### config.mk
export PLATFORM = sky130hd
export DESIGN_NAME = quad_decoder
export DESIGN_NICKNAME = d
export VERILOG_FILES = /design/src/rtl/quad_decoder.sv
export SDC_FILE = /design/constraint.sdc
export NUM_CORES = 1
export LEC_CHECK = 0
export CORE_MARGIN = 2
export CORE_UTILIZATION = 50
export CTS_CLUSTER_DIAMETER = 30
export DETAILED_ROUTE_END_ITERATION = 10
export HOLD_SLACK_MARGIN = 0.03
export PLACE_DENSITY = 0.73
export SETUP_SLACK_MARGIN = 0.02
export SYNTH_ARGS = -nofsm -noshare
export SYNTH_HDL_FRONTEND = slang
export SYNTH_SLANG_ARGS = --single-unit
### constraint.sdc
create_clock -name i_clk -period 3.4 [get_ports i_clk]
set_input_delay 0.51 -clock i_clk [delete_from_list [all_inputs] [get_ports i_clk]]
set_output_delay 0.51 -clock i_clk [all_outputs]
set_load 0.1 [all_outputs]
### src/rtl/quad_decoder.sv
// quad_decoder: quadrature A/B decoder with 2-FF synchronisers, per-channel
// glitch filter, warm-up blanking after reset, sticky illegal-transition flag
// and an N-bit wrapping position counter.
// Optional feature macro: QUAD_INDEX_EN. When it is defined, a filtered rising
// edge of the index input zeroes the position while the filtered A/B is 11.
// When it is undefined, i_index is ignored.
module quad_decoder #(
  parameter int N    = 16,
  parameter int FILT = 2
) (
  input  logic         i_clk,
  input  logic         i_reset,
  input  logic         i_quad_a,
  input  logic         i_quad_b,
  input  logic         i_clr,
  input  logic         i_err_clr,
  input  logic         i_index,
  output logic [N-1:0] o_pos,
  output logic         o_dir,
  output logic         o_step,
  output logic         o_err
);

  // Channel 0 is A and channel 1 is B. Channel 2 is index, present only with the feature.
`ifdef QUAD_INDEX_EN
  localparam int NCH = 3;
  logic [NCH-1:0] w_raw;
  assign w_raw = {i_index, i_quad_b, i_quad_a};
`else
  localparam int NCH = 2;
  logic [NCH-1:0] w_raw;
  logic           w_unusedIndex;
  assign w_raw         = {i_quad_b, i_quad_a};
  assign w_unusedIndex = i_index;
`endif

  localparam int CW   = (FILT > 1) ? $clog2(FILT + 1) : 1;
  localparam int WARM = FILT + 2;
  localparam int WW   = $clog2(WARM + 1);

  typedef enum logic {
    ST_WARM,
    ST_RUN
  } state_t;

  state_t          r_state;
  state_t          w_nextState;
  logic [WW-1:0]   r_warmCnt;
  logic            w_warm;

  logic [NCH-1:0]  r_sync1;
  logic [NCH-1:0]  r_sync2;
  logic [NCH-1:0]  r_filt;
  logic [NCH-1:0]  r_prev;
  logic [CW-1:0]   r_filtCnt [NCH];

  logic [1:0]      w_curAB;
  logic [1:0]      w_prevAB;
  logic            w_fwd;
  logic            w_rev;
  logic            w_illegal;
  logic            w_idxLoad;

  logic [N-1:0]    r_pos;
  logic            r_dir;
  logic            r_step;
  logic            r_err;

  // Warm-up state register; the decoder stays blanked until the pipeline has filled.
  always_ff @(posedge i_clk) begin
    if (i_reset) begin
      r_state   <= ST_WARM;
      r_warmCnt <= '0;
    end else begin
      r_state <= w_nextState;
      if (r_state == ST_WARM) begin
        r_warmCnt <= r_warmCnt + WW'(1);
      end
    end
  end

  // Leave warm-up after exactly FILT+2 cycles out of reset.
  always_comb begin
    w_nextState = r_state;
    if (r_state == ST_WARM && r_warmCnt == WW'(WARM - 1)) begin
      w_nextState = ST_RUN;
    end
  end

  assign w_warm = (r_state == ST_WARM);

  // Two-flop synchroniser on every asynchronous encoder line.
  always_ff @(posedge i_clk) begin
    if (i_reset) begin
      r_sync1 <= '0;
      r_sync2 <= '0;
    end else begin
      r_sync1 <= w_raw;
      r_sync2 <= r_sync1;
    end
  end

  // Glitch filter: a new level is accepted only after FILT consecutive disagreeing samples.
  always_ff @(posedge i_clk) begin
    if (i_reset) begin
      r_filt <= '0;
      for (int i = 0; i < NCH; i++) begin
        r_filtCnt[i] <= '0;
      end
    end else if (w_warm) begin
      r_filt <= r_sync2;
      for (int i = 0; i < NCH; i++) begin
        r_filtCnt[i] <= '0;
      end
    end else begin
      for (int i = 0; i < NCH; i++) begin
        if (r_sync2[i] == r_filt[i]) begin
          r_filtCnt[i] <= '0;
        end else if (r_filtCnt[i] == CW'(FILT - 1)) begin
          r_filt[i]    <= r_sync2[i];
          r_filtCnt[i] <= '0;
        end else begin
          r_filtCnt[i] <= r_filtCnt[i] + CW'(1);
        end
      end
    end
  end

  // Previous filtered levels. During warm-up this follows the same value the
  // filter takes, so no spurious edge appears when warm-up ends.
  always_ff @(posedge i_clk) begin
    if (i_reset) begin
      r_prev <= '0;
    end else if (w_warm) begin
      r_prev <= r_sync2;
    end else begin
      r_prev <= r_filt;
    end
  end

  assign w_curAB  = {r_filt[0], r_filt[1]};
  assign w_prevAB = {r_prev[0], r_prev[1]};

  // Classify the filtered {A,B} transition as forward, reverse or illegal.
  always_comb begin
    w_fwd     = 1'b0;
    w_rev     = 1'b0;
    w_illegal = 1'b0;
    case ({w_prevAB, w_curAB})
      4'b0010, 4'b1011, 4'b1101, 4'b0100: w_fwd     = 1'b1;
      4'b0001, 4'b0111, 4'b1110, 4'b1000: w_rev     = 1'b1;
      4'b0011, 4'b1100, 4'b0110, 4'b1001: w_illegal = 1'b1;
      default: ;
    endcase
    if (w_warm) begin
      w_fwd     = 1'b0;
      w_rev     = 1'b0;
      w_illegal = 1'b0;
    end
  end

`ifdef QUAD_INDEX_EN
  assign w_idxLoad = r_filt[2] & ~r_prev[2] & ~w_warm & (w_curAB == 2'b11);
`else
  assign w_idxLoad = 1'b0;
`endif

  // Step, direction and position. Clear beats index, and index beats a step.
  // The position wraps modulo 2^N.
  always_ff @(posedge i_clk) begin
    if (i_reset) begin
      r_pos  <= '0;
      r_dir  <= 1'b0;
      r_step <= 1'b0;
    end else begin
      r_step <= w_fwd | w_rev;
      if (w_fwd | w_rev) begin
        r_dir <= w_fwd;
      end
      if (i_clr) begin
        r_pos <= '0;
      end else if (w_idxLoad) begin
        r_pos <= '0;
      end else if (w_fwd) begin
        r_pos <= r_pos + N'(1);
      end else if (w_rev) begin
        r_pos <= r_pos - N'(1);
      end
    end
  end

  // Sticky illegal-transition flag; a new illegal edge wins over a coincident clear.
  always_ff @(posedge i_clk) begin
    if (i_reset) begin
      r_err <= 1'b0;
    end else if (w_illegal) begin
      r_err <= 1'b1;
    end else if (i_err_clr) begin
      r_err <= 1'b0;
    end
  end

  assign o_pos  = r_pos;
  assign o_dir  = r_dir;
  assign o_step = r_step;
  assign o_err  = r_err;

endmodule

==> metrics.txt <==
status finished clean; crit path max fanout 18; number of max-cap violations 0; filler instances between 300 and 400; initial antenna violation count 0; Crit. Startpoint r_filt[0]; ranking of synthesized cells by area dfxtp_1, ha_1, edfxtp_1; Layout Utilization approximately three fifths; Main synth FF type dfxtp_1; #FFs+latches synth 35; Syn Inst Count 240; CP required between 3 and 4 ns; Root Buffer clkbuf_8; Buf/Inv on CP 1; Power Dens Cells between 300 and 400 mW/mm^2; cts hold-fix bufs 0; # DRC 0; Critical Path, Cell by Cell xor2_1, nand3_1, buf_4, ha_1, a21o_1, a31o_4, nor4_4, o31ai_1, or4_1, o211ai_1; initial cell density of the core 52.0%; Final Hold Viols 0; Setup TNS 0 ns; ANT nets after route 0; most frequent cells in the layout dfxtp_1, nor2_1, clkdlybuf4s50_1; Via density between 5 and 6; P&R area growth vs syn 18.0%; number of global-route vias before repair roughly 1.5k; final cycle utilization of the critical path between 80 and 90%; CP startpoint kind flip-flop; crit path DAT between 3 and 4 ns; dpl hpwl slightly below 3 mm; largest net degree at the start of global routing 19; Worst Min Path Start r_sync1[0]; Ys Warns 0; Total GRT Usage roughly a fifth; syn_area_per_cell 8.73 um^2; fraction of registers with async set/reset 0%; Rel. slew slack a little over a third; worst r2r src r_filt[0]; Tmin final just under 3 ns; DIE WIDTH ~69 um; Core ar. 0.00403 mm^2; largest area contributor in the netlist dfxtp_1; nets about 300; Leak 0.00102 uW; # setup viols final 0; Pre-Repair DR Iteration Count 4; clock sinks 35; Netlist Area Pre-Place about 0.0021 mm^2; number of setup buffers added after CTS 0; slowest stage delay, CP 0.48 ns; Die H about 69 um; row count 23; first-pass GRT wire length about 6.7 mm; I/O pins 26; Setup Skew ~0.0056 ns; GP Congestion between 0.8 and 0.9; Critical Path End Type flip-flop; Starting DRT DRC Count 61; PostCTS Resize Cnt 0; clock-pin slew on the worst setup and hold paths approximately 0.070 ns; type of the most critical hold path flip-flop to flip-flop; clock buffer depth 2; final WL roughly 4.1 mm; Seq/Total Area, Yosys 35.4%; GRT Residual Overflow 0; RSZ-0062 raised after global routing false; H-tree Lvls 2; most common cell after layout, fill and taps aside dfxtp_1; max-slew violations 0; CP top delay family simple AND/OR/NAND/NOR gates; total number of vias approximately 1.7k; CP Class flip-flop to flip-flop; Worst Max-Slew Pin Slew roughly 1 ns; maximum VDD drop around 230 uV; layout cells sized above 1 between 6 and 7%; die area between 0.004 and 0.005 mm^2; DR WL/cell ~13 um; Yosys cell types 47; # diodes 0; Fmax 344 MHz; slowest stage cell, crit path or4_1; CTS tree yes; input/output buffers 24; top cell type's share of synthesized area between 20% and 30%; Clk Latency, worst-skew pair 0.29 ns; Num CTS Buffers 5; EDFF count, synth 4
metal layers:
layer	up-vias	part of all wire (%)	GRT usage [%]
li1	911	-	-
met1	774	50	26.1
met2	24	45	28.7
met3	7	3.4	4.38
met4	0	1.8	8.58
met5	-	0	0
cell usage after synthesis (7+ instances only):
| master | count |
|---|---|
| dfxtp_1 | 31 |
| and3_1 | 7 |
| ha_1 | 18 |
| a21oi_1 | 20 |
| nand3_1 | 8 |
| inv_1 | 7 |
| nand2_1 | 16 |
| xnor2_1 | 9 |
| nor2_1 | 27 |
cell families (layout without fill, tap and decap cells):
| family | Yosys count | count (layout) | share of synthesized area, % |
|---|---|---|---|
| compound gates | 60 | 60 | 19.5 |
| xor+xnor | 13 | 13 | 5.44 |
| fa+ha+maj | 19 | 19 | 11.7 |
| buf+inv | 20 | 45 | 4.06 |
| flops | 35 | 35 | 35.4 |
| mux | 6 | 6 | 2.87 |
| other cells | 1 | 4 | 0.179 |
| simple gates | 86 | 86 | 20.9 |
sequential cells by signal (all words and copies together) (netlist names), 2 cells and up:
name / cells
o_pos: 16
r_filt: 2
r_prev: 2
r_sync1: 2
r_warmCnt: 3
r_filtCnt: 4
r_sync2: 2
final cells by class:
cell class | count | area, um^2 | share of cell area (%)
clock buffer | 6 | 72.6 | 2.94
tap | 50 | 62.6 | 2.53
clock inverter | 2 | 12.5 | 0.506
inverter | 9 | 33.8 | 1.37
sequential | 35 | 741 | 30.0
timing repair buffer | 28 | 270 | 10.9
multi-input combinational | 188 | 1280 | 51.8
per-stage QoR:
stage,area (um^2),total power [uW],cells,setup WS [ns],hold slack (ns)
after CTS,2470,905,318,0.489,0.441
after detailed placement,2390,599,310,0.509,0.424
after global routing,2470,932,318,0.187,0.465
after floorplan,2110,568,243,0.400,0.414
after global placement,2390,596,310,0.573,0.420
final,2470,888,318,0.497,0.444
worst paths after layout:
| path | end | cells after the start | slack, ns |
|---|---|---|---|
| worst max register to register | o_pos[15] | 10 | 0.50 |
| worst min register to register | r_sync2[0] | 1 | 0.44 |
| worst max-delay path | o_pos[15] | 10 | 0.50 |
| worst min-delay path | r_sync2[0] | 1 | 0.44 |
power by group:
part,internal [uW],total (uW),switching (uW)
combinational,60.6,145,84.8
sequential,434,444,10.4
clock,143,299,156
total,637,888,251
worst register-to-register path, stage by stage (launching register included):
cell and delay (ns):
dfxtp_1 0.44, xor2_1 0.20, nand3_1 0.10, buf_4 0.22, ha_1 0.38, a21o_1 0.21, a31o_4 0.23, nor4_4 0.32
o31ai_1 0.16, or4_1 0.49, o211ai_1 0.10
(Power assumes the default switching activity.)
